### config.mk
export PLATFORM = sky130hd
export DESIGN_NAME = tone_sequencer
export DESIGN_NICKNAME = d
export VERILOG_FILES = /design/src/rtl/tone_sequencer.sv
export SDC_FILE = /design/constraint.sdc
export NUM_CORES = 1
export LEC_CHECK = 0
export BUFFER_PORTS_ARGS = -buffer_cell sky130_fd_sc_hd__buf_2
export CAP_MARGIN = 0
export CORE_UTILIZATION = 39
export DETAILED_ROUTE_END_ITERATION = 8
export GPL_ROUTABILITY_DRIVEN = 0
export SETUP_SLACK_MARGIN = 0.3
export SLEW_MARGIN = 20
export SYNTH_ARGS = -nofsm -noshare
export SYNTH_HDL_FRONTEND = slang
export SYNTH_SLANG_ARGS = --single-unit
### constraint.sdc
create_clock -name clk -period 9.7 [get_ports clk]
set_clock_uncertainty 0.15 [all_clocks]
set_input_delay 0.485 -clock clk [delete_from_list [all_inputs] [get_ports clk]]
set_output_delay 0.485 -clock clk [all_outputs]
set_load 0.05 [all_outputs]
### src/rtl/tone_sequencer.sv
// tone_sequencer: request-driven buzzer pattern player with pre-emption and a done/busy handshake
module tone_sequencer #(
  parameter int unsigned CLK_HZ      = 32_000_000,
  parameter int unsigned STEP_CYCLES = CLK_HZ / 8,
  parameter int unsigned GAP_CYCLES  = 0,
  parameter int unsigned CNT_W       = 32
) (
  input  logic       clk,
  input  logic       reset,
  input  logic       play,
  input  logic [2:0] pattern,
  input  logic       hold,
  output logic       buzz,
  output logic       busy,
  output logic       done,
  output logic [3:0] note
);
  typedef enum logic [1:0] {IDLE, TONE, GAP} state_t;
  localparam logic [CNT_W-1:0] STEP_LAST = CNT_W'(STEP_CYCLES - 1);
  localparam logic [CNT_W-1:0] GAP_LAST  = CNT_W'(GAP_CYCLES - 1);
  state_t           state;
  logic [2:0]       pat;
  logic [1:0]       step, last, nxt;
  logic [CNT_W-1:0] tone_cnt, step_cnt;
  logic             accept, looping, tone_wrap;
  function automatic logic [3:0] rom(input logic [2:0] p, input logic [1:0] s);
    case (p)
      3'd0:    rom = 4'd1;
      3'd1:    rom = s == 2'd0 ? 4'd2 : s == 2'd1 ? 4'd4 : 4'd8;
      3'd2:    rom = s == 2'd0 ? 4'd7 : s == 2'd1 ? 4'd6 : 4'd4;
      3'd3:    rom = s == 2'd0 ? 4'd5 : s == 2'd2 ? 4'd3 : 4'd4;
      default: rom = s[1] ? 4'd10 : 4'd9;
    endcase
  endfunction
  function automatic logic [CNT_W-1:0] half_of(input logic [3:0] n);
    case (n)
      4'd1:    half_of = CNT_W'(CLK_HZ / 1046);
      4'd2:    half_of = CNT_W'(CLK_HZ / 1318);
      4'd3:    half_of = CNT_W'(CLK_HZ / 1480);
      4'd4:    half_of = CNT_W'(CLK_HZ / 1568);
      4'd5:    half_of = CNT_W'(CLK_HZ / 1662);
      4'd6:    half_of = CNT_W'(CLK_HZ / 1864);
      4'd7:    half_of = CNT_W'(CLK_HZ / 1976);
      4'd8:    half_of = CNT_W'(CLK_HZ / 2092);
      4'd9:    half_of = CNT_W'(CLK_HZ / 2636);
      4'd10:   half_of = CNT_W'(CLK_HZ / 3136);
      default: half_of = '0;
    endcase
  endfunction
  assign accept    = play && pattern <= 3'd4 && (pattern < 3'd3 || hold) && (state == IDLE || pattern != 3'd0);
  assign looping   = state != IDLE && pat >= 3'd3;
  assign tone_wrap = tone_cnt == half_of(note) - CNT_W'(1);
  assign last      = pat == 3'd0 ? 2'd0 : pat <= 3'd2 ? 2'd2 : 2'd3;
  assign nxt       = step == last ? 2'd0 : step + 2'd1;
  // Sequencer: request acceptance has priority over loop termination, which has priority over step timing
  always_ff @(posedge clk or posedge reset) begin
    if (reset) begin
      state    <= IDLE;
      pat      <= '0;
      step     <= '0;
      tone_cnt <= '0;
      step_cnt <= '0;
      buzz     <= 1'b0;
      busy     <= 1'b0;
      done     <= 1'b0;
      note     <= '0;
    end else begin
      done <= 1'b0;
      if (accept) begin
        state    <= TONE;
        pat      <= pattern;
        step     <= '0;
        tone_cnt <= '0;
        step_cnt <= '0;
        buzz     <= 1'b0;
        busy     <= 1'b1;
        note     <= rom(pattern, 2'd0);
      end else if (looping && !hold) begin
        state    <= IDLE;
        tone_cnt <= '0;
        step_cnt <= '0;
        buzz     <= 1'b0;
        busy     <= 1'b0;
        done     <= 1'b1;
        note     <= '0;
      end else if (state == TONE && step_cnt != STEP_LAST) begin
        step_cnt <= step_cnt + CNT_W'(1);
        tone_cnt <= tone_wrap ? '0 : tone_cnt + CNT_W'(1);
        buzz     <= buzz ^ tone_wrap;
      end else if (state == TONE && GAP_CYCLES != 0) begin
        state    <= GAP;
        tone_cnt <= '0;
        step_cnt <= '0;
        buzz     <= 1'b0;
        note     <= '0;
      end else if (state == GAP && step_cnt != GAP_LAST) begin
        step_cnt <= step_cnt + CNT_W'(1);
      end else if (state != IDLE) begin
        tone_cnt <= '0;
        step_cnt <= '0;
        buzz     <= 1'b0;
        if (step == last && pat < 3'd3) begin
          state <= IDLE;
          busy  <= 1'b0;
          done  <= 1'b1;
          note  <= '0;
        end else begin
          state <= TONE;
          step  <= nxt;
          note  <= rom(pat, nxt);
        end
      end
    end
  end
endmodule

* Yosys cells after proc, flatten, opt, wreduce, memory -nomap -nowiden *
Memory sizes are Yosys's and may differ from the RTL's.
Cells that the tools add are included.
Widths: inputs -> output; s select.

word-level totals
  bits in registers = 78
  output and inout bits = 7
  memories = 1
  memory bits (read-only) = 240

operators by class
  reductions and logical operators = 26
  multiplexer cells = 57
  add/sub/neg operators = 4
  bitwise logic cells = 1
  equality and inequality tests = 21
  order comparisons = 5

memories
  memory           depth  bits a word  rd ports  clocked after memory_dff  wr ports  line  source
  (no name shown)  16     15           1         0                         0         36    case (n)

operators by type and width
  cell                   count
  $mux 32                10
  $add 32x1->32 const B  2
  $eq 32x32->1           1
  $mux 2                 16
  $mux 4                 8
  $ne 32x22->1 const B   1
  $ne 32x32->1 const B   1
  $pmux 4 s4             2
  $sub 32x1->32 const B  1
  $mux 1                 19
  $eq 3x2->1 const B     4
  $reduce_bool 3->1      3
  $logic_and 1x1->1      8
  $ne 2x2->1 const B     4
  $eq 3x1->1 const B     2
  $logic_not 3->1        2
  $lt 3x2->1 const B     2
  $mux 3                 2
  $ne 3x3->1 const B     2
  $reduce_and 5->1       1
  $reduce_bool 5->1      1
  $eq 2x1->1 const B     2
  $eq 2x2->1 const B     2
  $logic_not 2->1        2
  14 further kinds       16

* Logic depth before layout (Yosys ltp) *
  depth in word-level cells = 15
  gate-level depth with buffers = 24
  depth with buffers taken out = 21

* Least setup slack after synthesis *
Ideal clock, no wire load.

  kind = reg-to-reg
  from = reg note[1]
  to = reg buzz
  cell stages (with the launch flop) = 24
  data arrival time = 4,391 ps
  setup time = 141 ps
  buffers on the path = 3
  path slack = 5,019 ps
  cell sequence = dfrtp_1 > inv_1 > ha_1 > clkbuf_1 > mux2i_1 > o21bai_1 > inv_1 > ha_1 > inv_1 > a21oi_2 > o2111ai_1 > or2_2 > inv_1 > ha_1 > xnor2_1 > nor4_1 > nand3_1 > nor4_1 > and4_1 > a31oi_1 > buf_6 > buf_6 > o21ai_1 > o21ai_1

between the ends
  word-level cells in the longest chain between the ends = 7

RTL lines
  item                    line  source
  start, declared         16    output logic [3:0] note
  start signal, assigned  77    note <= rom(pattern, 2'd0);
  start signal, assigned  110   note <= rom(pat, nxt);
  $mem_v2 16x15           n/a
  $sub 32x1->32           52    assign tone_wrap = tone_cnt == half_of(note) - CNT_W'(1);
  $eq 32x32->1            52
  $xor 1x1->1             89    buzz <= buzz ^ tone_wrap;
  $mux 1                  86    end else if (state == TONE && step_cnt != STEP_LAST) begin
  $mux 1                  78    end else if (looping && !hold) begin
  $mux 1                  69    if (accept) begin
  end signal, assigned    89
  end, declared           13    output logic buzz,

Every way passes these cells.
A chain may end at the register's enable or synchronous reset.

* Final worst setup path *
  from = reg note[1]
  to = reg tone_cnt[21]

between the ends
  word-level cells in the longest chain between the ends = 7

RTL lines
  item                  line  source
  $mem_v2 16x15         n/a
  $sub 32x1->32         52
  $eq 32x32->1          52
  $mux 32               88    tone_cnt <= tone_wrap ? '0 : tone_cnt + CNT_W'(1);
  $mux 32               86
  $mux 32               78
  $mux 32               69
  end signal, assigned  88
  end, declared         24    logic [CNT_W-1:0] tone_cnt, step_cnt;

Every way passes these cells.

==> impl_metrics.ini <==
[run_status]
status = finished, final reports clean

[pwr]
power_leakage_nw = 2.433
cellPowerDensity_nw_per_um2 = 257.5
vdd.ir_drop.worst_uv = 82.87

[placed_design]
place_hpwl_mm = 9.067
total_of_buffers_placed_on_input_and_output_ports = 13

[sta]
timing.setup.tns_ns = 0
slew-limit-headroom_pct = 31.62
holdWs_ns = 0.1584
worst_margin_pin_slew_ns = 1.026
unrepaired_setup_endpoints_after_global_routing = no
achievable-frequency_mhz = 188.4
finalMaxSlewViolations = 0
layout_min_cycle_time_ns = 5.309
finalCritPeriodShare_pct = 54.73
timing_hold_violations_final = 0
setup_viol_count_final = 0

[global_routing]
groute.layer.met1.usage_pct = 26.98
grt_busiest_layer = met2
via_count_of_the_first_global_routing_pass = 4570
globalRoute.totalOverflow = 0
met3_usage_pct = 2.406
grt.total_usage_pct = 18.89
grt_start_max_net_pins = 78
grt_antenna_before_repair = 0
met2_usage_pct = 28.05
grt_pass1_wl_mm = 21.99

[floorplanning]
core_area_um2 = 13450
die_height_um = 120.2
num_rows = 42
effective_utilization_at_floorplan_pct = 40.49
die_width_um = 120.2
dieArea_um2 = 14440
count_of_boundary_i_o_pins = 14

[yosys]
yosysSeqAreaShare_pct = 35.38
syn_area_um2 = 5446
postSynth.asyncResetShare_pct = 100.0
syn_area_per_cell_um2 = 8.021
synth.ff_latch_count = 77
syn_nets = 699
synthesis.instances = 679
synthesis.yosys.warnings = 0
synth.lib_cells_used.distinct = 60
number_of_flops_mapped_to_enable_cells_by_yosys = 0
synth_ff_type = dfrtp_1

[worst_setup_path]
critPathArrivalTime_ns = 5.39
start_kind = flip-flop
path_delay_family = simple AND/OR/NAND/NOR gates
cp_max_fo = 22
end_kind = flip-flop
worst_path_most_repeated_cell = inv_1
critPathRequiredTime_ns = 9.78
slowest_delay_ns = 0.53
timing.critical_path.cells = inv_1 > ha_1 > mux2i_1 > o21bai_1 > inv_1 > ha_1 > inv_1 > a21oi_2 > o2111ai_1 > or2_2 > inv_1 > ha_1 > xnor2_1 > nor4_1 > nand3_1 > nor4_1 > and4_1 > a31oi_2 > buf_4 > and3_1 > a221o_1
category_of_the_most_critical_setup_path = reg -> reg
cp_slowest_cell = dfrtp_1
worst-path-buf-inv = 5

[clock_tree]
ctsHtreeMaxLevel = 3
post_cts.repair.setup_buffers = 0
path_clk_slew_ns = 0.06
numCtsBuffers = 9
cts_resized = 0
cts.sink_count = 77
cts_hold_repair.buffers = 0
clock-root-buffer = clkbuf_16
clock_latency_of_the_later_clocked_register_in_the_worst_skew_pair_ns = 0.34
clock_tree.buffer_depth = 2
tritoncts = yes

[route]
antenna_left = 0
routed_via_density = 5.826
overall_via_count_from_detail_route = 4975
drt_pass1_iterations = 6
drt_iter0_markers = 487
wl_per_cell_um = 15.20
finalWirelength_mm = 12.98
drc_errors = 0

[job]
drv.max_cap_violation_count = 0

[cells_and_area]
mostFrequentLayoutCells = 78 x nand2_1, 77 x dfrtp_1, 62 x nor2_1
share_of_cells_above_drive_strength_1_pct = 7.817
n_antenna_cell = 0
final_net_count = 693
area_growth_syn_to_layout_pct = 8.523
most_common_cell_after_layout_fill_and_taps_aside = nand2_1

[worst_hold_path]
type_of_the_worst_min_delay_path = in -> async
## final cells by class
cell class,count,area [um2]
Inverter,30,113.9
Clock inverter,5,57.56
Sequential cell,77,1927
Timing Repair Buffer,18,106.4
Multi-Input combinational cell,537,3243
Fill cell,1360,7542
Tap cell,176,220.2
Clock buffer,11,242.7
## Yosys cell counts, types with 3 or more instances
master / instances / area share, %
and4_1: 4 / 0.64
nand3b_1: 5 / 0.69
o31ai_1: 8 / 1.1
nor3b_1: 4 / 0.55
or3_1: 17 / 2.0
buf_2: 4 / 0.37
and3_1: 12 / 1.4
inv_1: 29 / 2.0
xor2_1: 18 / 2.9
o21bai_1: 6 / 0.83
clkbuf_1: 22 / 1.5
a31oi_1: 7 / 0.80
o211ai_1: 3 / 0.41
o21ai_0: 48 / 4.4
buf_6: 5 / 1.0
o311ai_1: 9 / 1.4
a22o_1: 4 / 0.64
a21o_1: 8 / 1.1
nor3_1: 29 / 2.7
nand2b_1: 12 / 1.4
nand4_1: 16 / 1.8
nor4_1: 9 / 1.0
nand2_1: 78 / 5.4
nor2b_1: 5 / 0.57
o2111a_1: 3 / 0.62
mux2_2: 4 / 0.83
a221o_1: 3 / 0.55
dfrtp_1: 77 / 35
o21a_1: 3 / 0.41
or2_2: 7 / 0.80
ha_1: 13 / 3.0
mux2i_1: 9 / 1.7
xnor2_1: 16 / 2.6
nand3_1: 52 / 4.8
o21ai_1: 4 / 0.37
a21oi_1: 29 / 2.7
nor2_1: 62 / 4.3
## metal layers
| layer | share of wire, % | up-vias |
|---|---|---|
| met5 | 0 | - |
| met4 | 2.5 | 0 |
| met3 | 3.9 | 24 |
| met2 | 44 | 140 |
| met1 | 49 | 2370 |
| li1 | - | 2441 |
## final timing paths
path	depth (start not counted)	slack [ns]	from	to
worst min-delay path	3	0.16	reset	step[1]
min in group clk	3	0.29	pattern[1]	pat[1]
worst max-delay path	21	4.39	note[1]	tone_cnt[21]
max in group asynchronous	3	8.73	reset	tone_cnt[18]
worst max register to register	21	4.39	note[1]	tone_cnt[21]
worst min register to register	1	0.33	buzz	buzz
## registers in the layout (all words and copies together), names as in the netlist
name and count:
step_cnt 32, tone_cnt 32, note 4, pat 3, step 2, busy 1, buzz 1, done 1
state 1
## cell families after synthesis
family,share of synthesized area [%]
AND/OR/NAND/NOR,29.40
AO/OA/AOI/OAI,18.47
flip-flops,35.38
buffers and inverters,5.398
XOR/XNOR,5.881
multiplexers,2.481
adder cells (fa/ha/maj),2.987
## power breakdown
| group | switching [W] | internal (W) | total [W] |
|---|---|---|---|
| clock network | 0.000134 | 0.000207 | 0.000341 |
| registers | 0.0000695 | 0.000348 | 0.000417 |
| logic | 0.000474 | 0.000289 | 0.000764 |
## metrics by stage
stage | util (%) | instances | instance area (um2) | power, W | worst slack [ns]
floorplan | - | 679 | 5446 | 0.001026 | 5.019
global placement | 41.68 | 838 | 5607 | 0.001163 | 4.738
detailed placement | 41.68 | 838 | 5607 | 0.001175 | 4.507
CTS | 43.91 | 854 | 5907 | 0.001524 | 4.479
global route | 43.94 | 854 | 5911 | 0.001623 | 4.114
finish | 43.94 | 854 | 5911 | 0.001522 | 4.391
## worst reg2reg max path, delay by kind of cell, from the launching register on
kind | cells | cell delay [ns]
simple gates | 6 | 1.57
compound gates | 5 | 0.95
fa+ha+maj | 3 | 0.84
buf+inv | 5 | 0.71
flops | 1 | 0.53
mux | 1 | 0.29
xor+xnor | 1 | 0.13
Power figures use the tool's default switching activity.
